### src/rtl/foc_adc_pkg.sv
// Shared types and defaults for the FOC current-sampling ADC sequencer.
package foc_adc_pkg;

    // Sequencer states
    typedef enum logic [1:0] {
        ST_IDLE = 2'd0,
        ST_REQ  = 2'd1,
        ST_WAIT = 2'd2,
        ST_DONE = 2'd3
    } state_e;

    // Default ADC result width in bits
    localparam int ADC_DW = 12;

    // Default number of phase currents converted per trigger (Ia, Ib, Ic)
    localparam int FOC_NPH = 3;

endpackage

### src/rtl/adc_sample_sequencer.sv
// ADC sample sequencer: on each trigger, converts channels 0..NCH-1 one at a time
// over a req/done handshake, packs the results and strobes them out. Every
// conversion is guarded by a timeout, and triggers that arrive mid-sequence are
// reported as overruns.
module adc_sample_sequencer
    import foc_adc_pkg::*;
#(
    parameter int          NCH     = FOC_NPH,
    parameter int          DW      = ADC_DW,
    parameter logic [15:0] TIMEOUT = 16'd1000
) (
    input  logic                clk,
    input  logic                rst,
    input  logic                trig,
    output logic                adc_req,
    output logic [1:0]          adc_ch,
    input  logic                adc_done,
    input  logic [DW-1:0]       adc_data,
    output logic                o_en,
    output logic [NCH*DW-1:0]   o_data,
    output logic                o_err,
    output logic                busy,
    output logic                overrun
);

    localparam logic [1:0] LAST_CH = 2'(NCH - 1);

    state_e              state_q, state_d;
    logic [1:0]          cnt_q, cnt_d;
    logic [15:0]         timer_q, timer_d;
    logic [NCH*DW-1:0]   data_q, data_d;
    logic                err_q, err_d;
    logic                req_q, req_d;
    logic                en_q, en_d;
    logic                oerr_q, oerr_d;
    logic                busy_q, busy_d;
    logic                ovr_q, ovr_d;

    // Next-state logic: FSM, channel counter, timeout timer and result slots
    always_comb begin
        state_d = state_q;
        cnt_d   = cnt_q;
        timer_d = timer_q;
        data_d  = data_q;
        err_d   = err_q;

        case (state_q)
            ST_IDLE: begin
                if (trig) begin
                    state_d = ST_REQ;
                    cnt_d   = 2'd0;
                    data_d  = '0;
                    err_d   = 1'b0;
                end
            end
            ST_REQ: begin
                timer_d = TIMEOUT;
                state_d = ST_WAIT;
            end
            ST_WAIT: begin
                // A completion in the last timer cycle still counts as success
                if (adc_done) begin
                    for (int k = 0; k < NCH; k++) begin
                        if (cnt_q == 2'(k)) begin
                            data_d[k*DW +: DW] = adc_data;
                        end
                    end
                    if (cnt_q == LAST_CH) begin
                        state_d = ST_DONE;
                    end else begin
                        cnt_d   = cnt_q + 2'd1;
                        state_d = ST_REQ;
                    end
                end else if (timer_q == 16'd0) begin
                    err_d   = 1'b1;
                    state_d = ST_DONE;
                end else begin
                    timer_d = timer_q - 16'd1;
                end
            end
            ST_DONE: begin
                state_d = ST_IDLE;
            end
            default: begin
                state_d = ST_IDLE;
            end
        endcase

        // Outputs are decoded from the next state so they register alongside it
        req_d  = (state_d == ST_REQ);
        en_d   = (state_d == ST_DONE);
        oerr_d = (state_d == ST_DONE) && err_d;
        busy_d = (state_d != ST_IDLE);
        ovr_d  = trig && (state_q != ST_IDLE);
    end

    // State and output registers with synchronous reset
    always_ff @(posedge clk) begin
        if (rst) begin
            state_q <= ST_IDLE;
            cnt_q   <= 2'd0;
            timer_q <= 16'd0;
            data_q  <= '0;
            err_q   <= 1'b0;
            req_q   <= 1'b0;
            en_q    <= 1'b0;
            oerr_q  <= 1'b0;
            busy_q  <= 1'b0;
            ovr_q   <= 1'b0;
        end else begin
            state_q <= state_d;
            cnt_q   <= cnt_d;
            timer_q <= timer_d;
            data_q  <= data_d;
            err_q   <= err_d;
            req_q   <= req_d;
            en_q    <= en_d;
            oerr_q  <= oerr_d;
            busy_q  <= busy_d;
            ovr_q   <= ovr_d;
        end
    end

    // The counter is cleared on acceptance and only moves on entry to REQ,
    // so it holds the channel steady from REQ through the end of WAIT
    assign adc_req = req_q;
    assign adc_ch  = cnt_q;
    assign o_en    = en_q;
    assign o_data  = data_q;
    assign o_err   = oerr_q;
    assign busy    = busy_q;
    assign overrun = ovr_q;

endmodule

### config.mk
export PLATFORM = sky130hd
export DESIGN_NAME = adc_sample_sequencer
export DESIGN_NICKNAME = d
export VERILOG_FILES = /design/src/rtl/foc_adc_pkg.sv /design/src/rtl/adc_sample_sequencer.sv
export SDC_FILE = /design/constraint.sdc
export NUM_CORES = 1
export LEC_CHECK = 0
export BUFFER_PORTS_ARGS = -buffer_cell sky130_fd_sc_hd__buf_2
export CAP_MARGIN = 0
export CORE_ASPECT_RATIO = 1.1
export CORE_UTILIZATION = 45
export CTS_CLUSTER_SIZE = 28
export DETAILED_ROUTE_END_ITERATION = 7
export PLACE_DENSITY = 0.78
export SYNTH_ARGS = -nofsm -noshare
export SYNTH_HDL_FRONTEND = slang
export SYNTH_SLANG_ARGS = --single-unit
### constraint.sdc
create_clock -name clk -period 5.4 [get_ports clk]
set_input_delay 0.54 -clock clk [delete_from_list [all_inputs] [get_ports clk]]
set_output_delay 0.54 -clock clk [all_outputs]
set_load 0.02 [all_outputs]
; Word-level counts from Yosys, hierarchy flattened
; Index checks and enable logic that the tools add are counted.
[word_totals]
elab_cells = 65
ff_bits = 62
[op_classes]
n_mux = 22
n_eq_ne = 15
addsub = 2
n_reduce_logical = 14
[op_table]
columns = op, count
row1 = 2-to-1 mux 36 bit, 2
row2 = one-hot mux 36 bit (2 select lines), 1
row3 = 2-to-1 mux 12 bit, 3
row4 = 2-to-1 mux 16 bit, 2
row5 = one-hot mux 16 bit (2 select lines), 1
row6 = logical NOT 16 bit, 1
row7 = "inequality test 2 bit, second input constant", 8
row8 = AND reduction 4 bit, 4
row9 = "subtractor 16 x 1 -> 16 bit, second input constant", 1
row10 = 2-to-1 mux 2 bit, 7
row11 = "== test 2 bit, second input constant", 4
row12 = one-hot mux 2 bit (4 select lines), 1
row13 = nonzero test 2 bit, 4
row14 = "== test 2 x 1 -> 1 bit, second input constant", 3
row15 = logical NOT 2 bit, 2
row16 = one-hot mux 2 bit (2 select lines), 1
row17 = 2-to-1 mux 1 bit, 3
row18 = AND reduction 3 bit, 1
row19 = "adder 2 x 1 -> 2 bit, second input constant", 1
row20 = logical AND 1 bit, 2
row21 = one-hot mux 1 bit (2 select lines), 1

; Longest topological paths before layout
; Gate-level depths: netlist (run 1).
[logic_depth]
word_depth = 6
depth_mapped = 7
depth_no_buf = 6

; Worst setup path before layout (run 1)
; Ideal clock, no wire load.
[synth_path]
path_kind = input to register
startpoint = input port adc_done
endpoint = register timer_q[14]
n_path_buf = 1
setup_time_ns = 0.070
arrival_time_ns = 1.764
cell_stages = 5
path_slack_ns = 3.566
cell_sequence = nor3b_1 -> buf_4 -> nand4_1 -> or4_1 -> a21oi_1
[synth_between]
elab_chain_cells = 2
[synth_lines]
columns = element, line_no
row1 = from (decl), adc_sample_sequencer.sv:17  ; input logic adc_done,
row2 = inequality test 2 bit (no line), -
row3 = AND reduction 3 bit (no line), -
row4 = to (signal assigned), adc_sample_sequencer.sv:113  ; timer_q <= timer_d;
row5 = to (decl), adc_sample_sequencer.sv:30  ; logic [15:0] timer_q, timer_d;
; No other way between the ends.
; A chain may end at the register's enable or synchronous reset.

; Final worst setup path (run 1)
[layout_path]
startpoint = register timer_q[0]
endpoint = register oerr_q (netlist: o_err)
[layout_between]
elab_chain_cells = 6
word_cells_on_any_way = 9
classes_between = eq/ne: 1 / mux: 6 / reduce/logical: 2
[layout_lines]
columns = element, line_no
row1 = logical NOT 16 bit *, adc_sample_sequencer.sv:74  ; end else if (timer_q == 16'd0) begin
row2 = 2-to-1 mux 2 bit, adc_sample_sequencer.sv:74
row3 = 2-to-1 mux 2 bit, adc_sample_sequencer.sv:62  ; if (adc_done) begin
row4 = one-hot mux 2 bit (4 select lines), adc_sample_sequencer.sv:47  ; case (state_q)
row5 = == test 2 bit, adc_sample_sequencer.sv:92  ; oerr_d = (state_d == ST_DONE) && err_d;
row6 = logical AND 1 bit *, adc_sample_sequencer.sv:92
row7 = to (signal assigned), adc_sample_sequencer.sv:118  ; oerr_q <= oerr_d;
row8 = to (decl), adc_sample_sequencer.sv:35  ; logic oerr_q, oerr_d;
; Mark *: on every way between the ends. The rest lies on a longest branch, timed or not.

==> flow_metrics.env, run 1 <==
export IMPL_outcome="complete, no violations"
export IMPL_crit_start="timer_q[0]"
export IMPL_syn_to_final_growth_pct=20.6
export IMPL_fin_worst_skew_ns=0.00581
export IMPL_ys_ff_latch=62
export IMPL_hold_depth=2
export IMPL_fin_area_um2=3240
export IMPL_place_gp_congestion=0.771
export IMPL_ctsHoldBuffers=0
export IMPL_ys_seq_area_share_pct=46.1
export IMPL_drv_cap=0
export IMPL_crit_family="simple AND/OR/NAND/NOR gates"
export IMPL_cp_depth=6
export IMPL_slowest_delay_ns=0.45
export IMPL_grtUsageTotal_pct=19.5
export IMPL_rows=29
export IMPL_worst_slack_ns=3.38
export IMPL_syn_nets=309
export IMPL_portBuffers=58
export IMPL_yosysWarnings=0
export IMPL_dieArea_um2=6290
export IMPL_drtAntennaViolNets=0
export IMPL_grt_antenna_before_repair=0
export IMPL_crit_path_end_kind="flip-flop"
export IMPL_io_pins=59
export IMPL_numCtsBuffers=9
export IMPL_r2r_cells=6
export IMPL_hold_path_class="flip-flop to flip-flop"
export IMPL_cts_sinks=62
export IMPL_cts_root_buf="clkbuf_8"
export IMPL_vias=2232
export IMPL_ir_drop_uv=244
export IMPL_clk_pin_slew_worst_paths_ns=0.07
export IMPL_postCtsSetupBuffers=0
export IMPL_r2r_end="o_err"
export IMPL_cp_data_required_time_ns=5.66
export IMPL_wl_mm=5.77
export IMPL_r2r_start="timer_q[0]"
export IMPL_first_pass_iters=5
export IMPL_grt_pass1_vias=2061
export IMPL_die_h_um=83.1
export IMPL_power_mw=1.02
export IMPL_tritoncts="yes"
export IMPL_grt_pass1_wl_mm=9.31
export IMPL_avgSynthCellArea_um2=9.31
export IMPL_final_nets=368
export IMPL_max_freq_mhz=496
export IMPL_critPathMaxFanout=10
export IMPL_hold_slack_ns=0.488
export IMPL_fin_crit_ns=2.02
export IMPL_drv_slew=0
export IMPL_initial_utilization_pct=46.6
export IMPL_clk_path_buf_depth=2
export IMPL_start_kind="flip-flop"
export IMPL_drive_gt1_share_pct=24.9
export IMPL_insertion_delay_ns=0.34
export IMPL_hpwlAfterDp_mm=3.90
export IMPL_grt_overflow_total=0
export IMPL_vias_per_cell=5.19
export IMPL_die_width_um=75.7
export IMPL_ys_types=43
export IMPL_crit_buf_inv=1
export IMPL_reg2reg_slack_ns=3.38
export IMPL_htreeDepth=3
export IMPL_tightest_slew_ns=0.944
export IMPL_diodes=0
export IMPL_cts_repair_resized=0
export IMPL_route_detailed_drc=0
export IMPL_synthCells=289
export IMPL_setup_violations_final=0
export IMPL_rsz0062_at_grt="false"
export IMPL_cp_slowest_cell="and4_1"
export IMPL_core_area_um2=5770
export IMPL_wl_per_cell_um=13.4
export IMPL_finalCritPeriodShare_pct=37.4
export IMPL_worst_ep_arrival_time_ns=2.28
export IMPL_synth_edf_count=0
export IMPL_drt_iter0_drc=125
export IMPL_relSlewSlack_pct=37.0
export IMPL_ys_async_sr_fraction_pct=0
export IMPL_cellLeakagePower_nw=1.43
export IMPL_setup_tns_ns=0
export IMPL_final_hold_viol_count=0
export IMPL_worstSetupPathType="flip-flop to flip-flop"
export IMPL_placed_cell_area_um2=3040
export IMPL_synth_area_um2=2690
export IMPL_cp_endpoint="o_err"
export IMPL_place_ws_ns=3.40
export IMPL_ys_flop_type="dfxtp_1"
export IMPL_pwr_density_cell_nw_per_um2=315
export IMPL_path_cells="inv_1 > ha_1 > nor4b_1 > and4_1 > o221ai_1 > nor3_1"
export IMPL_grt_start_max_net_pins=55
[sequential cells by signal, summed over array words and instances (netlist names), 2 cells and up]
| register | flops |
|---|---|
| o_data | 36 |
| timer_q | 16 |
| adc_ch | 2 |
| state_q | 2 |
[synth_stat cells, drive strengths merged, types with 2 or more instances]
cell    count  area, µm²
nor2       52        195
nand2b      5       31.3
dfxtp      62       1240
ha          4       50.1
clkbuf      8       30.0
mux2i      38        380
o41ai       3       26.3
a31oi       6       37.5
o211ai      2       15.0
nand4       7       50.1
nor4        3       48.8
a21oi      12       60.1
o21ai       8       40.0
and2       12       75.1
nor2b       2       12.5
or3         6       38.8
nand2       8       30.0
nand3       6       30.0
nor3        7       35.0
nor3b       2       15.0
or4         5       41.3
buf         6       32.5
inv         9       33.8
and4        3       28.8
[worst min-delay path by stage]
stage | slack, ns | start | endpoint
floorplan | 0.46 | timer_q[13] | timer_q[13]
global placement | 0.47 | o_data[31] | o_data[31]
detailed placement | 0.48 | o_data[7] | o_data[7]
CTS | 0.48 | trig | overrun
global route | 0.48 | trig | overrun
finish | 0.49 | o_data[27] | o_data[27]
[report_power, final]
part | switching, mW | internal [mW] | total (mW) | leakage [nW]
Combinational | 0.0798 | 0.0507 | 0.130 | 0.824
Clock | 0.182 | 0.224 | 0.406 | 0.102
Sequential | 0.0151 | 0.471 | 0.486 | 0.502
[per-stage QoR]
stage / util [%] / cells
after detailed placement: 52.8 / 414
after CTS: 56.2 / 430
after global placement: 52.8 / 414
after global routing: 56.2 / 430
final: 56.2 / 430
after floorplan: - / 289
[layout by cell type, fill, tap and decap left out, types with 6 or more instances in the layout]
| cell | instances |
|---|---|
| clkbuf_8 | 10 |
| inv_1 | 9 |
| nor3_1 | 7 |
| a21oi_1 | 12 |
| nand3_1 | 6 |
| and2_1 | 12 |
| nand4_1 | 6 |
| buf_2 | 58 |
| mux2i_1 | 38 |
| nor2_1 | 52 |
| a31oi_1 | 6 |
| nand2_1 | 8 |
| o21ai_0 | 8 |
| dfxtp_1 | 62 |
[cell families after synthesis]
family	share of synthesized area, %
simple gates	25.3
flops	46.1
mux	14.6
compound gates	8.61
buf+inv	3.58
fa+ha+maj	1.86
[metal layers]
metal / vias to the layer above / global-route usage, % / share of wire [%]
li1: 1143 / - / -
met1: 1037 / 23.6 / 46
met2: 50 / 29.8 / 47
met3: 2 / 10.6 / 6.6
met4: 0 / 5.22 / 0.17
met5: - / 0 / 0
[worst min-delay path: stages, from the launching register on]
cell and delay (ns):
dfxtp_1 0.32, mux2i_1 0.06, nor2_1 0.07
[cell type report]
cell class | count | area [µm²]
clock buffer | 10 | 138
clock inverter | 6 | 61.3
fill | 516 | 2530
inverter | 9 | 33.8
multi-input combinational | 204 | 1350
sequential | 62 | 1240
tap | 77 | 96.3
timing repair buffer | 62 | 320
(Power assumes the default switching activity.)
==> run 2: changes to the inputs <==
Settings changed: PLACE_DENSITY 0.78 to 0.81.
Clock period 5.4 ns to 1.7 ns, I/O delays scaled along.
==> run 2 against run 1 <==
  * Flip-flop and latch count stayed put
  * Final cell count is 5.3% higher
  * Largest cell class unchanged
  * Sequential power rose to 3.1 times the previous value
  * The run now ends with setup timing left
  * Worst hold slack lost 0.36 ns
==> flow_metrics.env, run 2 (synthesis gave the netlist of run 1 again) <==
export IMPL_largest_register_ffs=36
export IMPL_p_sw_mw=0.987
export IMPL_grt_overflow_total=0
export IMPL_route_detailed_drc=0
export IMPL_start_kind="flip-flop"
export IMPL_worst_slack_ns=-0.0135
export IMPL_cellLeakagePower_nw=1.57
export IMPL_violations="setup timing"
export IMPL_diodes=0
export IMPL_insertion_delay_ns=0.35
export IMPL_clkPwrFrac_pct=39.1
export IMPL_initial_utilization_pct=46.6
export IMPL_power_frac_seq_pct=44.7
export IMPL_finalNonFillerCells=453
export IMPL_combPwrFrac_pct=16.3
export IMPL_grtUsageTotal_pct=22.5
export IMPL_rows=29
export IMPL_relSlewSlack_pct=72.9
export IMPL_finalCritPeriodShare_pct=101
export IMPL_pwr_density_cell_nw_per_um2=980
export IMPL_clk_pin_slew_worst_paths_ns=0.07
export IMPL_hold_path_class="input pin to flip-flop"
export IMPL_drive_gt1_share_pct=33.2
export IMPL_drv_cap=0
export IMPL_nFillCells=488
export IMPL_ir_drop_uv=855
export IMPL_grt_start_max_net_pins=25
export IMPL_place_gp_congestion=0.847
export IMPL_tritoncts="yes"
export IMPL_multi_input_area_um2=1400
export IMPL_wl_mm=6.75
export IMPL_intPower_mw=2.44
export IMPL_ff_latch_area_um2=1250
export IMPL_core_area_um2=5770
export IMPL_vias_per_cell=5.45
export IMPL_final_cell_mix="buf_2 (58), dfxtp_1 (57), nor2_1 (52), mux2i_1 (38), buf_4 (25)"
export IMPL_reg2reg_slack_ns=-0.01
export IMPL_worst_ep_arrival_time_ns=1.99
export IMPL_rsz0062_at_grt="true"
export IMPL_place_inst=435
export IMPL_wl_met1_mm=2.73
export IMPL_clk_path_buf_depth=2
export IMPL_grt_antenna_before_repair=0
export IMPL_die_h_um=83.1
export IMPL_placed_cell_area_um2=3230
export IMPL_syn_to_final_growth_pct=30.0
export IMPL_cts_sinks=62
export IMPL_hpwlAfterDp_mm=4.51
export IMPL_cp_data_required_time_ns=1.98
export IMPL_fin_crit_ns=1.71
export IMPL_grt_pass1_wl_mm=10.8
export IMPL_outcome="finished with violations"
export IMPL_final_common_cell="buf_2"
export IMPL_crit_path_end_kind="flip-flop"
export IMPL_numCtsBuffers=9
export IMPL_grt_pass1_vias=2383
export IMPL_dr_max_layer_used="met4"
export IMPL_vias=2469
export IMPL_final_hold_viol_count=0
export IMPL_setup_violations_final=2
export IMPL_max_freq_mhz=584
export IMPL_fin_area_um2=3500
export IMPL_drt_iter0_drc=224
export IMPL_worstSetupPathType="flip-flop to flip-flop"
export IMPL_dr_wl_met2_mm=3.40
export IMPL_wl_per_cell_um=14.9
export IMPL_fin_worst_skew_ns=0.00719
export IMPL_die_width_um=75.7
export IMPL_critPathMaxFanout=7
export IMPL_portBuffers=58
export IMPL_io_pins=59
export IMPL_dieArea_um2=6290
export IMPL_first_pass_iters=4
export IMPL_netSwitchingFraction_pct=28.8
export IMPL_htreeDepth=3
export IMPL_cts_root_buf="clkbuf_8"
export IMPL_drv_slew=0
export IMPL_tightest_slew_ns=0.403
export IMPL_final_nets=391
export IMPL_drtAntennaViolNets=0
export IMPL_wl_met3_um=479
## run 2: layer usage
metal / global-route usage (%) / vias to the layer above
li1: - / 1192
met1: 24.9 / 1171
met2: 37.7 / 91
met3: 8.74 / 15
met4: 9.26 / 0
met5: 0 / -
## run 2: per-stage QoR
step | util [%] | power, mW | hold WS, ns | TNS [ns] | setup WS [ns]
floorplan | - | 1.88 | 0.337 | 0 | 0.00484
global placement | 56.0 | 2.06 | 0.468 | 0 | 0.0309
detailed placement | 56.0 | 2.08 | 0.479 | -0.301 | -0.0928
CTS | 59.8 | 3.42 | 0.114 | -0.00819 | -0.00819
global route | 60.6 | 3.57 | 0.132 | -0.381 | -0.0719
finish | 60.6 | 3.43 | 0.132 | -0.0190 | -0.0135
## run 2: repair_timing
item                                    CTS  global route
hold buffers                              0             0
endpoints found under the setup margin   12            14
setup buffers                             1             1
gates resized for setup                   4            10
gates cloned                              0             0
pin swaps                                 4             4
## run 2: cell type report
cell class	count	area share, %
timing repair buffer	85	14.8
clock inverter	7	2.25
multi-input combinational	204	40.0
sequential	62	35.7
clock buffer	9	3.54
inverter	9	0.966
tap	77	2.75
## run 2: worst max-delay path, cell delays in order, from the launching register on
cell	delay, ns
dfxtp_2	0.34
nor4_4	0.43
nand4_1	0.26
or4_1	0.47
a21oi_1	0.15
## run 2: power groups by stage
stage                     clock network [mW]  logic (mW)  registers, mW
after detailed placement                   0       0.518           1.56
after CTS                               1.37       0.530           1.53
after global placement                     0       0.507           1.56
final                                   1.34       0.557           1.53
after floorplan                            0       0.296           1.59
after global routing                    1.43       0.596           1.54
## run 2: path summary, 6_finish.rpt
| kind | startpoint | end | depth (start not counted) |
|---|---|---|---|
| worst max-delay path | timer_q[9] | timer_q[12] | 4 |
| worst min-delay path | trig | overrun | 2 |
| worst max register to register | timer_q[9] | timer_q[12] | 4 |
| worst min register to register | o_data[9] | o_data[9] | 2 |
==> run 3: changes to the inputs <==
Settings changed: MAX_ROUTING_LAYER set to met4.
==> run 3 against run 2 <==
  * Fmax hardly changed
  * Global-route usage rose by 0.56 points
  * Cell area did not move
  * Wire length grew 0.30%
  * Largest cell class unchanged
  * The flow still finishes with violations (setup timing)
  * Setup slack better by 0.0016 ns
  * Core utilization unchanged
  * Largest power group unchanged
==> flow_metrics.env, run 3 (synthesis gave the netlist of run 1 again) <==
export IMPL_outcome="finished with violations"
export IMPL_violations="setup timing"
export IMPL_slowest_delay_ns=0.46
export IMPL_cp_slowest_cell="or4_1"
export IMPL_drtAntennaViolNets=0
export IMPL_vias_per_cell=5.43
export IMPL_drive_gt1_share_pct=33.2
export IMPL_nFillCells=488
export IMPL_dieArea_um2=6290
export IMPL_rows=29
export IMPL_final_cell_mix="buf_2 (58), dfxtp_1 (57), nor2_1 (52), mux2i_1 (38), buf_4 (25)"
export IMPL_fin_area_um2=3500
export IMPL_grt_busiest_layer="met2"
export IMPL_worstSetupPathType="flip-flop to flip-flop"
export IMPL_use_met2_pct=37.7
export IMPL_diodes=0
export IMPL_cp_data_required_time_ns=1.97
export IMPL_place_gp_congestion=0.860
export IMPL_ir_drop_uv=853
export IMPL_vias=2459
export IMPL_final_hold_viol_count=0
export IMPL_cts_root_buf="clkbuf_8"
export IMPL_core_area_um2=5770
export IMPL_hold_path_class="input pin to flip-flop"
export IMPL_drt_iter0_drc=227
export IMPL_grtUsageTotal_pct=23.1
export IMPL_clk_pin_slew_worst_paths_ns=0.07
export IMPL_cts_sinks=62
export IMPL_wl_per_cell_um=14.9
export IMPL_grt_util_met3_pct=7.16
export IMPL_worst_hold_startpoint="trig"
export IMPL_final_common_cell="buf_2"
export IMPL_grt_antenna_before_repair=0
export IMPL_first_pass_iters=4
export IMPL_hpwlAfterDp_mm=4.51
export IMPL_wl_mm=6.77
export IMPL_crit_buf_inv=0
export IMPL_final_nets=391
export IMPL_grt_overflow_total=0
export IMPL_io_pins=59
export IMPL_multi_input_area_um2=1400
export IMPL_largest_register_ffs=36
export IMPL_drv_cap=0
export IMPL_ff_latch_area_um2=1250
export IMPL_critPathMaxFanout=7
export IMPL_rsz0062_at_grt="true"
export IMPL_power_mw=3.42
export IMPL_numCtsBuffers=9
export IMPL_pwr_density_cell_nw_per_um2=979
export IMPL_route_detailed_drc=0
export IMPL_tightest_slew_ns=0.403
export IMPL_insertion_delay_ns=0.35
export IMPL_setup_violations_final=3
export IMPL_fin_crit_ns=1.71
export IMPL_crit_family="simple AND/OR/NAND/NOR gates"
export IMPL_die_h_um=83.1
export IMPL_r2r_start="timer_q[9]"
export IMPL_max_freq_mhz=584
export IMPL_relSlewSlack_pct=72.9
export IMPL_portBuffers=58
export IMPL_met1_usage_pct=25.7
export IMPL_start_kind="flip-flop"
export IMPL_crit_path_end_kind="flip-flop"
export IMPL_fin_worst_skew_ns=0.00622
export IMPL_syn_to_final_growth_pct=30.0
export IMPL_htreeDepth=3
export IMPL_finalCritPeriodShare_pct=101
export IMPL_placed_cell_area_um2=3230
export IMPL_die_width_um=75.7
export IMPL_crit_start="timer_q[9]"
export IMPL_grt_pass1_vias=2391
export IMPL_clk_path_buf_depth=2
export IMPL_tritoncts="yes"
export IMPL_worst_slack_ns=-0.0119
export IMPL_worst_ep_arrival_time_ns=1.99
export IMPL_cellLeakagePower_nw=1.57
export IMPL_initial_utilization_pct=46.6
export IMPL_path_cells="nor4_4 > nand4_1 > or4_1 > a21oi_1"
export IMPL_grt_pass1_wl_mm=10.7
export IMPL_drv_slew=0
export IMPL_grt_start_max_net_pins=25
run 3: cell counts in the layout (fill, tap and decap cells not counted):
Identical to the previous run, type by type.
run 3: cell type report:
cell class,count,share of cell area [%]
Timing Repair Buffer,85,14.8
Inverter,9,0.966
Clock buffer,9,3.54
Sequential cell,62,35.7
Clock inverter,7,2.25
Tap cell,77,2.75
Multi-Input combinational cell,204,40.0
run 3: worst register-to-register path, delay by kind of cell, from the launching register on:
| family | cells | cell delay (ns) |
|---|---|---|
| and+or+nand+nor | 3 | 1.15 |
| DFF | 1 | 0.34 |
| AOI/OAI and AO/OA | 1 | 0.15 |
run 3: worst paths after layout:
path / to / slack, ns / cells past startpoint
worst max-delay path: timer_q[12] / -0.01 / 4
worst min-delay path: overrun / 0.13 / 2
worst max register to register: timer_q[12] / -0.01 / 4
worst min register to register: o_data[9] / 0.50 / 2
run 3: what timing repair did:
| item | in CTS | in global routing |
|---|---|---|
| hold buffers | 0 | 0 |
| pin swaps | 4 | 4 |
| resized for setup | 4 | 10 |
| cloned | 0 | 0 |
| buffers inserted | 1 | 1 |
| endpoints found under the setup margin | 12 | 14 |
run 3: power by group:
part           switching, mW  total, mW  internal, mW  leakage [nW]
logic                  0.308      0.557         0.248         0.964
registers             0.0342       1.53          1.50         0.504
clock network          0.643       1.34         0.694         0.105
total                  0.986       3.42          2.44          1.57
run 3: stage by stage:
stage | util, % | std cells | setup slack, ns | hold slack, ns | setup TNS (ns)
final | 60.6 | 453 | -0.0119 | 0.133 | -0.0207
after global routing | 60.6 | 453 | -0.0715 | 0.132 | -0.378
after CTS | 59.8 | 452 | -0.00819 | 0.114 | -0.00819
after detailed placement | 56.0 | 435 | -0.0928 | 0.479 | -0.301
after global placement | 56.0 | 435 | 0.0309 | 0.468 | 0
after floorplan | - | 289 | 0.00484 | 0.337 | 0
run 3: routing by layer:
layer  share of wire [%]  vias up
li1                    -     1192
met3                 5.6       13
met5                   0        -
met4                 1.9        0
met1                  42     1170
met2                  51       84
